<file path="src/rtl/status_flag_reg_pkg.sv">
// Shared encodings for the status-flag register: ALU opcodes, flag bit
// positions inside {N,Z,C,V}, and branch condition codes.
package status_flag_reg_pkg;

    typedef enum logic [2:0] {
        ALU_AND = 3'b000,
        ALU_OR  = 3'b001,
        ALU_ADD = 3'b010,
        ALU_SUB = 3'b011,
        ALU_XOR = 3'b100,
        ALU_NOT = 3'b101,
        ALU_SHL = 3'b110,
        ALU_SHR = 3'b111
    } aluop_e;

    localparam int FLAG_N = 3;
    localparam int FLAG_Z = 2;
    localparam int FLAG_C = 1;
    localparam int FLAG_V = 0;

    typedef enum logic [2:0] {
        COND_AL = 3'b000,
        COND_EQ = 3'b001,
        COND_NE = 3'b010,
        COND_CS = 3'b011,
        COND_CC = 3'b100,
        COND_MI = 3'b101,
        COND_VS = 3'b110,
        COND_LT = 3'b111
    } cond_e;

endpackage

</file>
<file path="src/rtl/status_flag_reg_cond_eval.sv">
// Combinational branch-condition decode over the live {N,Z,C,V} flags.
module cond_eval
    import status_flag_reg_pkg::*;
(
    input  logic [3:0] flags,
    input  logic [2:0] cond,
    output logic       hit
);

    always_comb begin
        hit = 1'b0;
        case (cond_e'(cond))
            COND_AL: hit = 1'b1;
            COND_EQ: hit = flags[FLAG_Z];
            COND_NE: hit = ~flags[FLAG_Z];
            COND_CS: hit = flags[FLAG_C];
            COND_CC: hit = ~flags[FLAG_C];
            COND_MI: hit = flags[FLAG_N];
            COND_VS: hit = flags[FLAG_V];
            COND_LT: hit = flags[FLAG_N] ^ flags[FLAG_V];
            default: hit = 1'b0;
        endcase
    end

endmodule

</file>
<file path="src/rtl/status_flag_reg.sv">
// Processor status-flag register: live N/Z/C/V, one-deep interrupt shadow,
// and a registered branch-condition evaluator.
module status_flag_reg
    import status_flag_reg_pkg::*;
#(
    parameter int WIDTH = 16
) (
    input  logic             clk,
    input  logic             rst_n,
    input  logic             flag_we,
    input  logic [2:0]       ALUop,
    input  logic             c_in,
    input  logic [WIDTH-1:0] result,
    input  logic             a_msb,
    input  logic             b_msb,
    input  logic             save,
    input  logic             restore,
    input  logic [2:0]       cond,
    input  logic             cond_req,
    output logic [3:0]       flags,
    output logic             shadow_valid,
    output logic             restore_err,
    output logic             cond_true,
    output logic             cond_valid
);

    logic [3:0] shadow;
    logic [3:0] alu_flags_p0;
    logic       cond_hit_p0;
    logic       do_restore;

    function automatic logic [3:0] next_alu_flags(
        input logic [3:0]       cur,
        input logic [2:0]       op,
        input logic [WIDTH-1:0] res,
        input logic             cin,
        input logic             am,
        input logic             bm
    );
        logic [3:0] f;
        logic       msb;
        f         = cur;
        msb       = res[WIDTH-1];
        f[FLAG_N] = msb;
        f[FLAG_Z] = (res == '0);
        case (aluop_e'(op))
            ALU_ADD: begin
                f[FLAG_C] = cin;
                f[FLAG_V] = (am == bm) && (msb != am);
            end
            ALU_SUB: begin
                f[FLAG_C] = cin;
                f[FLAG_V] = (am != bm) && (msb != am);
            end
            default: ;
        endcase
        return f;
    endfunction

    assign alu_flags_p0 = next_alu_flags(flags, ALUop, result, c_in, a_msb, b_msb);
    assign do_restore   = restore && shadow_valid;

    cond_eval u_cond_eval (
        .flags (flags),
        .cond  (cond),
        .hit   (cond_hit_p0)
    );

    // p0 -> registered state: restore outranks flag_we; save always sees old flags
    always_ff @(posedge clk or negedge rst_n) begin
        if (!rst_n) begin
            flags        <= 4'b0000;
            shadow       <= 4'b0000;
            shadow_valid <= 1'b0;
            restore_err  <= 1'b0;
            cond_true    <= 1'b0;
            cond_valid   <= 1'b0;
        end else begin
            if (do_restore) begin
                flags <= shadow;
            end else if (flag_we && !restore) begin
                flags <= alu_flags_p0;
            end

            if (save) begin
                shadow       <= flags;
                shadow_valid <= 1'b1;
            end else if (do_restore) begin
                shadow_valid <= 1'b0;
            end

            restore_err <= restore && !shadow_valid;
            cond_valid  <= cond_req;
            if (cond_req) begin
                cond_true <= cond_hit_p0;
            end
        end
    end

endmodule
</file>
<file path="config.mk">
export PLATFORM = sky130hd
export DESIGN_NAME = status_flag_reg
export DESIGN_NICKNAME = d
export VERILOG_FILES = /design/src/rtl/status_flag_reg_pkg.sv /design/src/rtl/status_flag_reg_cond_eval.sv /design/src/rtl/status_flag_reg.sv
export SDC_FILE = /design/constraint.sdc
export NUM_CORES = 1
export LEC_CHECK = 0
export ABC_AREA = 1
export CAP_MARGIN = 20
export CELL_PAD_IN_SITES_DETAIL_PLACEMENT = 0
export CELL_PAD_IN_SITES_GLOBAL_PLACEMENT = 2
export CORE_UTILIZATION = 19
export DETAILED_ROUTE_END_ITERATION = 12
export PLACE_DENSITY_LB_ADDON = 0.1
export SLEW_MARGIN = 20
export SYNTH_ARGS = -nofsm -noshare
export SYNTH_HDL_FRONTEND = slang
export SYNTH_HIERARCHICAL = 1
export SYNTH_SLANG_ARGS = --single-unit
</file>
<file path="constraint.sdc">
create_clock -name clk -period 2 [get_ports clk]
set_input_delay 0.4 -clock clk [delete_from_list [all_inputs] [get_ports clk]]
set_output_delay 0.4 -clock clk [all_outputs]
set_load 0.01 [all_outputs]
</file>
# ---- After elaboration in Yosys (flattened, before gate mapping)
# Index checks and enable logic that the tools add are counted.
dict set report totals {
  register_bits 12
  word_cells 41
}
dict set report classes {
  eq_ne 12
  mux 6
  bitwise_logic 3
  n_reduce_logical 13
}
# operator n
set ops {}
lappend ops {{zero test 16 bit} 1}
lappend ops {{equality test 3 x 2 -> 1 bit (second input constant)} 4}
lappend ops {{equality test 3 bit (second input constant)} 4}
lappend ops {{two-way mux 4 bit} 2}
lappend ops {{one-hot mux 1 bit (8 select lines)} 1}
lappend ops {{logical AND 1 bit} 5}
lappend ops {{one-hot mux 2 bit (2 select lines)} 1}
lappend ops {{nonzero test 2 bit} 2}
lappend ops {{equality test 3 x 1 -> 1 bit (second input constant)} 1}
lappend ops {{zero test 3 bit} 1}
lappend ops {{nonzero test 3 bit} 1}
lappend ops {{zero test 1 bit} 2}
lappend ops {{two-way mux 1 bit} 2}
lappend ops {{inequality test 1 bit} 2}
lappend ops {{NOT 1 bit} 2}
lappend ops {{AND reduction 2 bit} 1}
lappend ops {{equality test 1 bit} 1}
lappend ops {{XOR 1 bit} 1}

# ---- Longest topological paths before layout
dict set report depth {
  ltp_word 5
  mapped_depth 7
  depth_no_buf 7
}

# ---- By module
# Netlist, hierarchy kept.
# module n_inst cells_each area_per_inst_um2 seq_area_each_um2
set by_module_without_submodules {}
lappend by_module_without_submodules {status_flag_reg 1 84 608.1 300.3}
lappend by_module_without_submodules {cond_eval 1 19 76.3 0.0}

# ---- Worst setup path after synthesis
# OpenSTA, ideal clock, no wires.
dict set report synth_timing {
  path_type {register -> register}
  from {register flags[3]}
  to {register cond_true}
  setup_time_ps 125
  t_arrival_ps 926
  path_slack_ps 950
  path_stages_with_launch 6
  n_path_buf 0
  synth_period_minus_slack_ps 1050
  path_cell_list {dfrtp_1 -> nand2_1 -> nand2_1 -> nand3_1 -> nand3_1 -> mux2_2}
}
dict set report synth_via {
  elab_chain_cells 2
}
# element line_no
set synth_lines {}
lappend synth_lines {{start: declaration} status_flag_reg.sv:20} ;# output logic [3:0] flags,
lappend synth_lines {{start signal: assignment} status_flag_reg.sv:80} ;# flags <= shadow;
lappend synth_lines {{start signal: assignment} status_flag_reg.sv:82} ;# flags <= alu_flags_p0;
lappend synth_lines {{XOR 1 bit} status_flag_reg_cond_eval.sv:20} ;# COND_LT: hit = flags[FLAG_N] ^ flags[FLAG_V];
lappend synth_lines {{one-hot mux 1 bit (8 select lines) *} status_flag_reg_cond_eval.sv:12} ;# case (cond_e'(cond))
lappend synth_lines {{via cond_hit_p0} status_flag_reg.sv:29} ;# logic cond_hit_p0;
lappend synth_lines {{end signal: assignment} status_flag_reg.sv:95} ;# cond_true <= cond_hit_p0;
lappend synth_lines {{end: declaration} status_flag_reg.sv:23} ;# output logic cond_true,
# The timed path passes the listed nets; every way through them passes the cells marked *.
# A chain may end at the register's enable or synchronous reset.

# ---- Final worst setup path
dict set report layout_timing {
  from {register flags[2]}
  to {output port flags[2]}
}
# No word-level cell between the ends.

==> results.py <==
metrics = {
    "cells_and_area": {
        "final_cell_area_um2": 1160,
        "finish.net_count": 177,
        "area_growth_syn_to_layout_pct": 69.3,
        "multi_input_combinational_cell_area_um2": 320,
        "drive_gt1_frac": 0.0414,
        "register_area_um2": 300,
        "antenna_cells": 0,
        "layout.filler_cells": 367,
    },
    "worst_setup_path": {
        "crit_path_start": "flags[2]",
        "worst_setup_path_end_kind": "output port",
        "worst-endpoint-arrival_ns": 1.27,
        "timing.critical_path.slowest_stage_cell": "clkdlybuf4s50_1",
        "critical_path.endpoint": "flags[2]",
        "cp_slowest_stage_delay_ns": 0.56,
        "worstRegToRegCells": 5,
        "crit_start_category": "register",
        "path_class": "reg2out",
        "rr_startpoint": "flags[3]",
        "worst-endpoint-required_ns": 1.60,
        "cp_num_cells": 1,
        "critPathMaxFanout": 5,
        "critical_path.top_delay_family": "buffers and inverters",
        "slack_of_the_worst_reg_to_reg_path_ns": 0.92,
        "critical_path_buf_inv_count": 1,
        "worstPathCellList": "clkdlybuf4s50_1",
        "critical_path.reg2reg.endpoint": "cond_true",
    },
    "sta": {
        "worstMarginPinSlew_ns": 0.552,
        "finalSetupViolCount": 0,
        "fin_crit_sh": 0.833,
        "hold_violations": 0,
        "layout_min_cycle_time_ns": 1.67,
        "setup_slack_ns": 0.334,
        "max_freq_ghz": 0.600,
        "slew_viol_final": 0,
        "fin_skew_ns": 0.000337,
        "grt_setup_unrepaired": "no",
        "finalSetupTns_ns": 0,
        "max-slew-margin-rel": 0.631,
    },
    "clock_network": {
        "post_cts_resized": 0,
        "cts_inserted_buffers": 3,
        "clkLatencyLatePin_ns": 0.27,
        "clk_root_buffer_cell": "clkbuf_4",
        "clk_path_buf_depth": 2,
        "cts.reportedPaths.clkPinSlew_ns": 0.07,
        "post_cts_hold_buffer_count": 0,
        "setup_fix_bufs_post_cts": 0,
        "cts-htree-levels": 1,
        "clock-sinks": 12,
        "cts_tree": "done",
    },
    "global_route": {
        "grt_first_pass_wirelength_mm": 2.90,
        "globalRouteOverflowTotal": 0,
        "largest_net_degree_at_the_start_of_global_routing": 13,
        "grt_antenna_before_repair": 0,
        "number_of_global_route_vias_before_repair": 683,
        "grt_util_all_layers": 0.105,
    },
    "routing": {
        "drtIter0Drc": 30,
        "wl_per_cell_um": 9.05,
        "wirelength_mm": 1.73,
        "remaining_drc_errors": 0,
        "drt-vias-per-instance": 3.84,
        "vias": 734,
        "drt-pass1-iter-count": 4,
        "drt.antenna.violating_nets": 0,
    },
    "worst_hold_path": {
        "holdCritPathClass": "in2async",
    },
    "floorplanning": {
        "die-height_um": 62.0,
        "pin_count": 39,
        "chipWidth_um": 62.0,
        "floorplan.initialDensity": 0.202,
        "core.rowCount": 21,
        "core-area_um2": 3390,
        "die_area_um2": 3850,
    },
    "placement": {
        "placed_cell_area_um2": 1120,
        "hpwl_after_detailed_placement_mm": 1.44,
        "gp_congestion": 0.718,
        "buffer_ports.inserted": 38,
        "placement.setup.worst_slack_ns": 0.416,
    },
    "run": {
        "maxCapViolations": 0,
    },
    "logic_synthesis": {
        "syn-cell-area_um2": 684,
        "synthesis.nets": 134,
        "syn_area_per_cell_um2": 6.64,
        "synth.yosys.seq_area_share": 0.439,
        "post_synth_inst_count": 103,
        "netlist-cell-type-count": 13,
        "yosys_register_bits": 12,
        "yosysWarnings": 6,
    },
    "pwr": {
        "power_per_cell_area_nw_per_um2": 601,
        "maximum_vdd_drop_v": 0.000341,
        "leakagePower_nw": 0.555,
        "design_power_total_uw": 696,
    },
    "run_status": {
        "status": "finished clean",
    },
}
[per-stage QoR]
step                      hold slack, ns  utilization  std cells
final                              0.477        0.342        191
after global routing               0.523        0.342        191
after CTS                          0.482        0.342        191
after detailed placement           0.464        0.331        187
after global placement             0.469        0.331        187
after floorplan                    0.104            -        103
[state kept, by name, indices dropped and copies added (netlist names)]
register	cells
flags	4
shadow	4
cond_true	1
cond_valid	1
restore_err	1
shadow_valid	1
[cells in the mapped netlist]
cell type  number  share of area
a21boi_0        1          0.011
clkinv_1        1         0.0055
o21ai_1         2          0.015
nand2_1        38           0.21
nor3b_1         1          0.011
nand2_2         1         0.0091
nand3_1        10          0.073
xnor2_1         1          0.013
inv_1          16          0.088
dfrtp_1        12           0.44
nor2_1         15          0.082
mux2_2          1          0.016
o21ai_0         4          0.029
[placed cells by master, fill, tap and decap left out, drive strengths merged]
cell,instances
a21boi,1
clkbuf,4
clkdlybuf4s50,38
clkinv,1
dfrtp,12
inv,16
mux2,1
nand2,39
nand3,10
nor2,15
nor3b,1
o21ai,6
xnor2,1
[layout make-up]
class / instances / share of cell area
flip-flops and latches: 12 / 0.259
multi-input cells: 74 / 0.276
well taps: 46 / 0.0497
repair buffers: 38 / 0.328
inverters: 17 / 0.0551
clock buffers: 4 / 0.0313
[kinds of logic (layout without fill, tap and decap cells)]
| kind of cell | Yosys count | count (layout) | synth area share |
|---|---|---|---|
| simple gates | 65 | 65 | 0.384 |
| mux | 1 | 1 | 0.0165 |
| buf+inv | 17 | 59 | 0.0932 |
| xor+xnor | 1 | 1 | 0.0128 |
| compound gates | 7 | 7 | 0.0549 |
| flops | 12 | 12 | 0.439 |
[per-layer routing]
layer,share of wire,global-route usage
met5,0,0
met4,0,0.0190
met3,0.057,0.0373
met2,0.48,0.179
met1,0.47,0.129
[worst min path at each step]
stage,end,slack (ns),cells after the start
floorplan,cond_true,0.10,0
global placement,shadow[0],0.47,2
detailed placement,shadow[0],0.46,2
CTS,shadow[0],0.48,2
global route,cond_true,0.52,1
finish,cond_true,0.48,1
[power by group]
group / switching (mW) / internal (mW) / leakage [nW]
clock: 0.0839 / 0.111 / 0.0210
sequential: 0.0273 / 0.275 / 0.151
combinational: 0.0796 / 0.120 / 0.383
(Power assumes the default switching activity.)
